<file path="src/rtl/ir_defs.sv">
// Shared NEC IR definitions: state encodings, unit counts and default timing.
// IR_TX_REPEAT_EN adds the repeat-frame states.
package ir_defs;

  localparam int DEF_UNIT_CYC     = 28125;
  localparam int DEF_CARRIER_HALF = 658;
  localparam int DEF_GAP_U        = 72;

  localparam int LEAD_MARK_U  = 16;
  localparam int LEAD_SPACE_U = 8;
  localparam int ONE_SPACE_U  = 3;
  localparam int ZERO_SPACE_U = 1;
  localparam int REP_SPACE_U  = 4;
  localparam int REP_GAP_U    = 171;

  typedef enum logic [3:0] {
    ST_IDLE       = 4'd0,
    ST_LEAD_MARK  = 4'd1,
    ST_LEAD_SPACE = 4'd2,
    ST_BIT_MARK   = 4'd3,
    ST_BIT_SPACE  = 4'd4,
    ST_STOP_MARK  = 4'd5,
    ST_GAP        = 4'd6
`ifdef IR_TX_REPEAT_EN
    ,
    ST_REP_MARK   = 4'd7,
    ST_REP_SPACE  = 4'd8,
    ST_REP_STOP   = 4'd9,
    ST_REP_GAP    = 4'd10
`endif
  } ir_state_e;

  function automatic logic is_mark(ir_state_e s);
    case (s)
      ST_LEAD_MARK, ST_BIT_MARK, ST_STOP_MARK: return 1'b1;
`ifdef IR_TX_REPEAT_EN
      ST_REP_MARK, ST_REP_STOP: return 1'b1;
`endif
      default: return 1'b0;
    endcase
  endfunction

  // Length of each state in NEC units; bit spaces depend on the bit being sent.
  function automatic logic [15:0] state_units(ir_state_e s, logic bit_val, logic [15:0] gap_u);
    case (s)
      ST_LEAD_MARK:  return 16'(LEAD_MARK_U);
      ST_LEAD_SPACE: return 16'(LEAD_SPACE_U);
      ST_BIT_SPACE:  return bit_val ? 16'(ONE_SPACE_U) : 16'(ZERO_SPACE_U);
      ST_GAP:        return gap_u;
`ifdef IR_TX_REPEAT_EN
      ST_REP_MARK:   return 16'(LEAD_MARK_U);
      ST_REP_SPACE:  return 16'(REP_SPACE_U);
      ST_REP_GAP:    return 16'(REP_GAP_U);
`endif
      default:       return 16'd1;
    endcase
  endfunction

endpackage

</file>
<file path="src/rtl/ir_carrier_gen.sv">
// 50 % duty carrier divider; restart forces the phase back to the start of the high half.
module ir_carrier_gen #(
  parameter int CARRIER_HALF = 658
) (
  input  logic clk,
  input  logic res,
  input  logic restart,
  output logic carrier
);
  localparam int W = $clog2(2 * CARRIER_HALF);

  logic [W-1:0] cnt;

  always_ff @(posedge clk or posedge res) begin
    if (res)                                      cnt <= '0;
    else if (restart || cnt == W'(2 * CARRIER_HALF - 1)) cnt <= '0;
    else                                          cnt <= cnt + W'(1);
  end

  assign carrier = (cnt < W'(CARRIER_HALF));

endmodule

</file>
<file path="src/rtl/nec_ir_transmitter.sv">
// NEC IR transmitter: leader, 32 LSB-first data bits, stop mark, idle gap.
// Define IR_TX_REPEAT_EN to emit NEC repeat frames while start stays high.
module nec_ir_transmitter import ir_defs::*; #(
  parameter int UNIT_CYC     = DEF_UNIT_CYC,
  parameter int CARRIER_HALF = DEF_CARRIER_HALF,
  parameter int GAP_U        = DEF_GAP_U
) (
  input  logic        clk,
  input  logic        res,
  input  logic        start,
  input  logic [31:0] code,
  output logic        busy,
  output logic        done,
  output logic        ir_out
);
  localparam int TW = $clog2(UNIT_CYC + 1);

  ir_state_e     state, state_nxt;
  logic [TW-1:0] unit_tmr;
  logic [15:0]   unit_cnt, dur;
  logic [31:0]   shreg;
  logic [5:0]    bit_cnt;
  logic          unit_tick, last_unit, state_chg, frame_end, carrier;

  assign unit_tick = (unit_tmr == TW'(UNIT_CYC - 1));
  assign dur       = state_units(state, shreg[0], 16'(GAP_U));
  assign last_unit = unit_tick && (unit_cnt == dur - 16'd1);
  assign state_chg = (state_nxt != state);
  assign busy      = (state != ST_IDLE);

  always_comb begin
    state_nxt = state;
    frame_end = 1'b0;
    case (state)
      ST_IDLE:       if (start) state_nxt = ST_LEAD_MARK;
      ST_LEAD_MARK:  if (last_unit) state_nxt = ST_LEAD_SPACE;
      ST_LEAD_SPACE: if (last_unit) state_nxt = ST_BIT_MARK;
      ST_BIT_MARK:   if (last_unit) state_nxt = ST_BIT_SPACE;
      ST_BIT_SPACE:  if (last_unit) state_nxt = (bit_cnt == 6'd31) ? ST_STOP_MARK : ST_BIT_MARK;
      ST_STOP_MARK:  if (last_unit) state_nxt = ST_GAP;
      ST_GAP: if (last_unit) begin
        frame_end = 1'b1;
`ifdef IR_TX_REPEAT_EN
        state_nxt = start ? ST_REP_MARK : ST_IDLE;
`else
        state_nxt = ST_IDLE;
`endif
      end
`ifdef IR_TX_REPEAT_EN
      ST_REP_MARK:   if (last_unit) state_nxt = ST_REP_SPACE;
      ST_REP_SPACE:  if (last_unit) state_nxt = ST_REP_STOP;
      ST_REP_STOP:   if (last_unit) state_nxt = ST_REP_GAP;
      ST_REP_GAP: if (last_unit) begin
        frame_end = 1'b1;
        state_nxt = start ? ST_REP_MARK : ST_IDLE;
      end
`endif
      default:       state_nxt = ST_IDLE;
    endcase
  end

  always_ff @(posedge clk or posedge res) begin
    if (res) begin
      state    <= ST_IDLE;
      unit_tmr <= '0;
      unit_cnt <= '0;
      shreg    <= '0;
      bit_cnt  <= '0;
      done     <= 1'b0;
      ir_out   <= 1'b0;
    end else begin
      state  <= state_nxt;
      done   <= frame_end;
      ir_out <= is_mark(state) & carrier;
      // Timer restarts on every state change so unit boundaries never drift.
      if (state_chg || unit_tick) unit_tmr <= '0;
      else                        unit_tmr <= unit_tmr + TW'(1);
      if (state_chg)      unit_cnt <= '0;
      else if (unit_tick) unit_cnt <= unit_cnt + 16'd1;
      if (state == ST_IDLE && start) begin
        shreg   <= code;
        bit_cnt <= '0;
      end else if (state == ST_BIT_SPACE && last_unit) begin
        shreg   <= shreg >> 1;
        bit_cnt <= bit_cnt + 6'd1;
      end
    end
  end

  ir_carrier_gen #(.CARRIER_HALF(CARRIER_HALF)) u_carrier (
    .clk     (clk),
    .res     (res),
    .restart (state_chg && is_mark(state_nxt)),
    .carrier (carrier)
  );

endmodule

</file>
<file path="config.mk">
export PLATFORM = sky130hd
export DESIGN_NAME = nec_ir_transmitter
export DESIGN_NICKNAME = d
export VERILOG_FILES = /design/src/rtl/ir_defs.sv /design/src/rtl/ir_carrier_gen.sv /design/src/rtl/nec_ir_transmitter.sv
export SDC_FILE = /design/constraint.sdc
export NUM_CORES = 1
export LEC_CHECK = 0
export CAP_MARGIN = 20
export CORE_MARGIN = 5
export CORE_UTILIZATION = 52
export DETAILED_ROUTE_END_ITERATION = 16
export GPL_TIMING_DRIVEN = 0
export MAX_ROUTING_LAYER = met4
export PLACE_DENSITY = 0.76
export SLEW_MARGIN = 30
export SYNTH_ARGS = -nofsm -noshare
export SYNTH_HDL_FRONTEND = slang
export SYNTH_SLANG_ARGS = --single-unit
</file>
<file path="constraint.sdc">
create_clock -name clk -period 4.1 [get_ports clk]
set_input_delay 0.41 -clock clk [delete_from_list [all_inputs] [get_ports clk]]
set_output_delay 0.41 -clock clk [all_outputs]
set_load 0.05 [all_outputs]
</file>
After elaboration in Yosys (flattened, before gate mapping)

Index checks and enable logic that the tools add are counted.

Equal/unequal tests: 14
Bitwise logic cells: 1
Reductions and logical operators: 12
Add/subtract/negate cells: 5
Multiplexer cells: 23
Magnitude comparators: 1

Operator list:

| kind                  | count |
|---|---|
| $mux 32               | 2 |
| $mux 16               | 2 |
| $mux 4                | 7 |
| $pmux 4 s7            | 1 |
| $pmux 7 s4            | 1 |
| $add 16x1->16 const B | 1 |
| $eq 16x16->1          | 1 |
| $eq 4x3->1 const B    | 4 |
| $sub 16x1->16 const B | 1 |
| $add 15x1->15 const B | 1 |
| $eq 15x15->1 const B  | 1 |
| $mux 15               | 1 |
| $eq 4x2->1 const B    | 3 |
| $mux 6                | 2 |
| $add 11x1->11 const B | 1 |
| $eq 11x11->1 const B  | 1 |
| $lt 11x10->1 const B  | 1 |
| $mux 11               | 1 |
| $eq 4x1->1 const B    | 2 |
| $add 6x1->6 const B   | 1 |
| $eq 6x5->1 const B    | 1 |
| $reduce_or 3->1       | 2 |
| $logic_and 1x1->1     | 4 |
| $logic_not 4->1       | 1 |
| other kinds (8)       | 13 |

Word-level logic and storage cells: 64
Output and inout bits: 3
Flip-flop bits (word level): 86

Longest topological paths before layout

Gate-level depths: netlist of the first run.

Depth in word-level cells: 13
Gate-level depth with buffers: 17
Mapped depth without buffers: 13

Hierarchy

Synthesis of the first run repeated with hierarchy kept, for this count alone.

Cells, all modules: 442
Area total of the unflattened synthesis: 4431.8 um^2

Modules (own cells, without submodules):

| module             | seq. area each (um^2) | area an instance (um^2) | times used | cells an instance |
|---|---|---|---|---|
| nec_ir_transmitter | 1876.8                | 3836.2                  | 1          | 384 |
| ir_carrier_gen     | 275.3                 | 595.6                   | 1          | 58 |

Worst setup path before layout of the first run

No wires, ideal clock.

Kind: register -> register
Start: reg state[1]
End: reg bit_cnt[3]
Arrival: 4020 ps
Cell stages (with the launch flop): 16
Path buffers: 2
Required time: 4022 ps
Setup time: 78 ps
Slack: 2 ps
Clock period less this slack: 4098 ps
Cell sequence: dfrtp_1 -> clkbuf_1 -> nor3_1 -> and2_1 -> clkbuf_1 -> nand2_1 -> ha_1 -> inv_1 -> nor2_1 -> ha_1 -> xnor2_1 -> or4b_2 -> nor4_2 -> nand3_2 -> or4_1 -> a21oi_1

Cells in the longest elaborated chain, start to end: 7
Elaborated cells between the ends (all ways): 13
Those cells by class: 1 x add/sub; 5 x eq/ne; 2 x mux; 5 x reduce/logical

RTL lines:

| element                                  | line                     | source |
|---|---|---|
| start: declaration                       | nec_ir_transmitter.sv:18 | `ir_state_e state, state_nxt;` |
| start signal: assignment                 | nec_ir_transmitter.sv:72 | `state <= state_nxt;` |
| $eq 4x3->1, or another cell as far along | ir_defs.sv:45            | `case (s)` |
| $pmux 7 s4                               | ir_defs.sv:45            |  |
| $sub 16x1->16                            | nec_ir_transmitter.sv:27 | `assign last_unit = unit_tick && (unit_cnt == dur - 16'd1);` |
| $eq 16x16->1                             | nec_ir_transmitter.sv:27 |  |
| $logic_and 1x1->1                        | nec_ir_transmitter.sv:27 |  |
| $logic_and 1x1->1                        | nec_ir_transmitter.sv:83 | `end else if (state == ST_BIT_SPACE && last_unit) begin` |
| $reduce_bool 2->1 (no line)              | -                        |  |
| end signal: assignment                   | nec_ir_transmitter.sv:85 | `bit_cnt <= bit_cnt + 6'd1;` |
| end: declaration                         | nec_ir_transmitter.sv:22 | `logic [5:0] bit_cnt;` |

Parallel ways exist; a longest one is shown, timed or not.
A chain may end at the register's enable or synchronous reset.

Final worst setup path of the first run

Start: reg state[2]
End: reg bit_cnt[3]

The elaborated chain is that of the path after synthesis.

==> results of run 1 <==
==> path summary, 6_finish.rpt <==
path	slack, ps	endpoint	from	depth (start not counted)
max	230	bit_cnt[3]	state[2]	14
min	400	unit_tmr[5]	res	2
max reg2reg	230	bit_cnt[3]	state[2]	14
min reg2reg	500	u_carrier.cnt[0]	u_carrier.cnt[0]	1
max in group asynchronous	3150	state[2]	res	3
min in group clk	500	u_carrier.cnt[0]	u_carrier.cnt[0]	1
==> power by group <==
group	switching, mW	internal [mW]	total [mW]	leakage [nW]
combinational	0.120	0.108	0.228	1.10
clock	0.331	0.308	0.639	0.105
sequential	0.0561	0.920	0.976	1.09
==> synth_stat cells (3+ instances only) <==
cell type / number
nor3_1: 9
nand4_1: 13
nor2_1: 91
dfrtp_1: 86
a31oi_1: 30
buf_2: 5
clkbuf_1: 20
or4_1: 4
a21oi_1: 9
a21o_1: 3
o21ai_0: 4
nand2_1: 90
nand4b_1: 3
xor2_1: 21
nor4_1: 6
and4_1: 4
nand2b_1: 4
and3_1: 10
nand3_1: 21
xnor2_1: 25
ha_1: 8
nor2b_1: 4
inv_1: 12
and2_1: 4
==> layout make-up <==
class	count	area share (%)
well taps	108	2.51
inverters	12	0.929
clock inverters	6	1.39
plain buffers	23	2.00
flip-flops and latches	86	39.9
clock buffers	10	2.55
multi-input cells	396	42.8
repair buffers	42	7.89
==> routing by layer <==
layer  share of wire, %  vias to the layer above  global-route usage [%]
met1                 47                     1858                    26.8
met2                 49                       81                    29.4
li1                   -                     1891                       -
met4               0.99                        0                    6.47
met3                3.5                        9                    2.67
met5                  0                        -                       -
==> flip-flops by register name, indices dropped and copies added (netlist names) <==
name           flops
unit_cnt          16
u_carrier.cnt     11
state              4
shreg             32
ir_out             1
bit_cnt            6
done               1
unit_tmr          15
==> kinds of logic (layout without fill, tap and decap cells) <==
group                      count (synthesis)  in the layout
and+or+nand+nor                          278            278
adders and majority gates                  9              9
DFF                                       86             86
buffers and inverters                     38             93
muxes                                      2              2
AOI/OAI and AO/OA                         60             60
xor gates and xnor gates                  46             46
other                                      1              1
==> timing repair <==
action	4_1_cts	5_1_grt
resized for setup	12	10
pin swaps	2	2
hold buffers	0	0
endpoints found under the setup margin	58	49
buffers inserted	1	2
==> stage by stage <==
step	util [%]	setup slack [ps]	setup TNS (ps)	area [um^2]
final	62.4	231	0	5390
after floorplan	-	2.17	0	4550
after global placement	58.5	-723	-29400	5050
after global routing	62.4	-20.0	-24.0	5390
after detailed placement	58.9	-766	-30670	5080
after CTS	61.8	8.56	0	5330
==> reports/results.ini, run 1 <==
[run_status]
status=finished, final reports clean

[placed_design]
place.port_buffers=37
hpwl_um=7090
place.gp.congestion=0.824
dp_cells=666

[timing]
period_needed_ps=3870
setup_viol=0
fin_skew_ps=20.1
fin_hold_ws_ps=398
period_share_pct=94.4
slew_headroom_pct=51.7
drv_slew=0
worst_pin_slew_ps=716
timing.fmax_ghz=0.258
hold_viol=0

[route]
ant_nets=0
vias=3839
drc=0
routed_wl_um=9980
viasPerCell=5.62
drtPass1Iterations=4
drtIter0Drc=149
wl_per_cell_um=14.6

[die]
dieWidth_um=104
design.portCount=38
core_um2=8640
dieArea_um2=10700
die_y_um=104
start_util_pct=52.7
row_count=34

[synthesis]
ys_warn_count=0
synth-edff-count=0
syn_area_per_cell_um2=8.74
synth_top_family_by_area=simple AND/OR/NAND/NOR gates
synth_top_area_cell=dfrtp_1
yosys.area_share.xor_xnor_pct=8.86
netlist_instances=520
async_flop_share_pct=100
synth_top_cells_by_area=dfrtp_1, nor2_1, nand2_1
synth_nets=563
synth-seq-cells=86
ys_seq_area_share_pct=47.3
synthMuxAreaShare_pct=0.440
synth_compound_area_share_pct=8.64
synth_simple_gate_area_share_pct=28.9
synth_flop_cell=dfrtp_1
synth_fa_ha_area_share_pct=2.42
synthesis.area_um2=4550
synth_top_area_share_pct=47.3
synth_cell_type_count=50

[layout]
regArea_um2=2150
fin_nets=613
multi_input_area_um2=2310
fillers=728
layout-drive-gt1-share_pct=7.48
layout_commonest_cell=nor2_1
area_growth_pct=18.5
antenna_cells=0
fin_cells=683
layout_common_cells=nor2_1, nand2_1, dfrtp_1

[cts]
cts_buffers=9
clock-sinks=86
tritoncts=done
root_buffer=clkbuf_8
clock_path_buffers=2
clk_pin_slew_ps=100
cts_max_level=3
clock_latency_ps=370

[global_routing]
overflow=0
antenna_found_initial=0
grt_pass1_vias=3711
track_usage_pct=19.3
grt_max_degree=52
grt_pass1_wl_um=17300

[critical_path]
cp.buffers_inverters=3
cp_slowest_cell=or4b_4
cp.required_ps=4400
critPathMaxFanout=9
crit_path_max_incr_delay_ps=570
cp_top_family=simple AND/OR/NAND/NOR gates
criticalPathCategory=flop to flop
cp-start-kind=flop
cp-end-kind=flop
arrival_ps=4170
path_cells=buf_2 -> or4b_1 -> clkbuf_4 -> nand2_2 -> ha_4 -> inv_1 -> nor2_1 -> ha_1 -> xnor2_1 -> or4b_4 -> nor4_4 -> nand3_4 -> or4_1 -> a21oi_1

[power]
p_leak_nw=2.29
pwr_density_cell_nw_per_um2=342
finalPower_mw=1.84
ir_drop_uv=170

[worst_hold_path]
hold_path_class=input port to async pin

[job]
maxCapViolCount=0

Note: power is estimated with default switching activity, not from simulation.
==> run 2: changes to the inputs <==
--- a/config.mk
+++ b/config.mk
@@ -8,6 +8,7 @@
 export CAP_MARGIN = 20
 export CORE_MARGIN = 5
 export CORE_UTILIZATION = 52
+export CTS_CLUSTER_DIAMETER = 200
 export DETAILED_ROUTE_END_ITERATION = 16
 export GPL_TIMING_DRIVEN = 0
 export MAX_ROUTING_LAYER = met4
==> results of run 2 <==
The final DEF is identical to that of run 1; final timing and power are the same.
==> run 3: changes to the inputs <==
--- a/config.mk
+++ b/config.mk
@@ -10,6 +10,7 @@
 export CORE_UTILIZATION = 52
 export CTS_CLUSTER_DIAMETER = 200
 export DETAILED_ROUTE_END_ITERATION = 16
+export GPL_ROUTABILITY_DRIVEN = 1
 export GPL_TIMING_DRIVEN = 0
 export MAX_ROUTING_LAYER = met4
 export PLACE_DENSITY = 0.76
==> results of run 3 <==
The final DEF is identical to that of run 1; final timing and power are the same.
==> variant 1, RTL diff (settings of run 2) <==
Add a define of `IR_TX_REPEAT_EN`.
--- a/src/rtl/ir_defs.sv
+++ b/src/rtl/ir_defs.sv
@@ -1,5 +1,7 @@
 // Shared NEC IR definitions: state encodings, unit counts and default timing.
 // IR_TX_REPEAT_EN adds the repeat-frame states.
+`define IR_TX_REPEAT_EN
+
 package ir_defs;
 
   localparam int DEF_UNIT_CYC     = 28125;
Behaviour: same outputs for any inputs over 10 cycles, from zero or initial values; that may be too few to reach the edited logic, so the function may still have changed.
==> variant 1 against run 2 <==
Sequential cell count stayed put. Highest routed layer unchanged. Critical endpoint is now unit_tmr[6]. Cell area up 2.7%. Synthesized area up 4.0%. Fmax up 1.4%. Clock skew is 0.0063 ns lower. Routed wire length shrank 3.4%. Setup slack improved by 0.054 ns.
Power is not compared: it rests on default switching activity, and its combinational part moved more than twofold at a synthesized area within 25%.
==> variant 1: results (changes against run 2) <==
| Metric | Value |
|---|---|
| Final #Nets | `587 (-4.2%)` |
| CP Max Fanout | `10 (+1)` |
| Fill cells | `713 (-2.1%)` |
| Metal-1 WL | `4.57 mm (-2.4%)` |
| First-pass detailed-route iteration total | `6 (+2)` |
| Run status | `complete, no violations` |
| Ranking of synthesized cells by area | `dfrtp_1, mux2i_1, xor2_1` |
| Total track usage | `18.5% (-0.83 points)` |
| Met3 GRT Util | `2.51% (-0.17 points)` |
| Routability congestion estimate | `0.956 (+16%)` |
| Critical-path top delay cell | `or4_1` |
| Syn nets | `534 (-5.2%)` |
| M1 GR Usage | `25.1% (-1.7 points)` |
| First-pass GRT wire length | `16.9 mm (-2.0%)` |
| Slowest cell delay on critical path | `0.45 ns (-0.12 ns)` |
| Clock skew | `0.0138 ns (-0.00626 ns)` |
| Grt met2 use | `29.3% (-0.091 points)` |
| Drt wl/cell | `14.7 um (+0.26%)` |
| Mean Syn Cell Area | `9.61 um^2 (+9.9%)` |
| Vias in the first global route | `3,601 (-3.0%)` |
| Placed inst area | `5270 um^2 (+3.7%)` |
| Pre-CTS WS | `0.0917 ns (+0.858 ns)` |
| Library cells used by synthesis | `61 (+22%)` |
| Placed Cells | `638 (-4.2%)` |
| Met3 wire len | `285 um (-18%)` |
| Via Count | `3,658 (-4.7%)` |
| Pin count of the biggest net entering global routing | `62 (+19%)` |
| Met2 WL | `4.60 mm (-5.2%)` |
| Synth top cells by count | `dfrtp_1, nand2_1, nor2_1, mux2i_1, o21ai_1` |
| Worst Max-Slew Pin Slew | `0.826 ns (+0.110 ns)` |
==> variant 1: power by group <==
part	total [mW]	internal (mW)	leakage, nW	switching, mW
Combinational	0.0757	0.0428	1.15	0.0328
Sequential	0.873	0.864	1.03	0.00922
Clock	0.638	0.295	0.101	0.343
Total	1.59	1.20	2.28	0.385
==> variant 1: final cells by class <==
class | count | area, um^2 | share of cell area, %
tap | 108 | 135 | 2.44
buffer | 23 | 179 | 3.23
multi-input combinational | 367 | 2360 | 42.7
clock inverter | 7 | 90.1 | 1.63
sequential | 86 | 2150 | 38.9
timing repair buffer | 42 | 428 | 7.73
clock buffer | 9 | 124 | 2.24
inverter | 16 | 65.1 | 1.18
==> variant 1: final timing paths <==
| kind | from | endpoint | slack (ns) | cells after the start |
|---|---|---|---|---|
| max reg2reg | state[3] | unit_tmr[6] | 0.28 | 17 |
| min reg2reg | u_carrier.cnt[10] | ir_out | 0.49 | 1 |
| max in group asynchronous | res | shreg[15] | 3.15 | 3 |
| min in group clk | u_carrier.cnt[10] | ir_out | 0.49 | 1 |
| min | res | u_carrier.cnt[9] | 0.37 | 2 |
| max | state[3] | unit_tmr[6] | 0.28 | 17 |
==> variant 1: logic make-up (layout without fill, tap and decap cells) <==
| kind of cell | count (synthesis) | after routing | share of synthesized area, % |
|---|---|---|---|
| other cells | 1 | 1 | 0.0793 |
| buf+inv | 39 | 97 | 4.97 |
| flops | 86 | 86 | 45.5 |
| fa+ha+maj | 7 | 7 | 1.85 |
| mux | 34 | 34 | 7.22 |
| compound gates | 81 | 81 | 10.7 |
| simple gates | 197 | 197 | 20.9 |
| xor+xnor | 47 | 47 | 8.71 |
==> variant 1: timing repair <==
item                       in CTS  in global routing
gates resized for setup         0                  7
setup endpoints to repair       0                 66
setup buffers                   0                  4
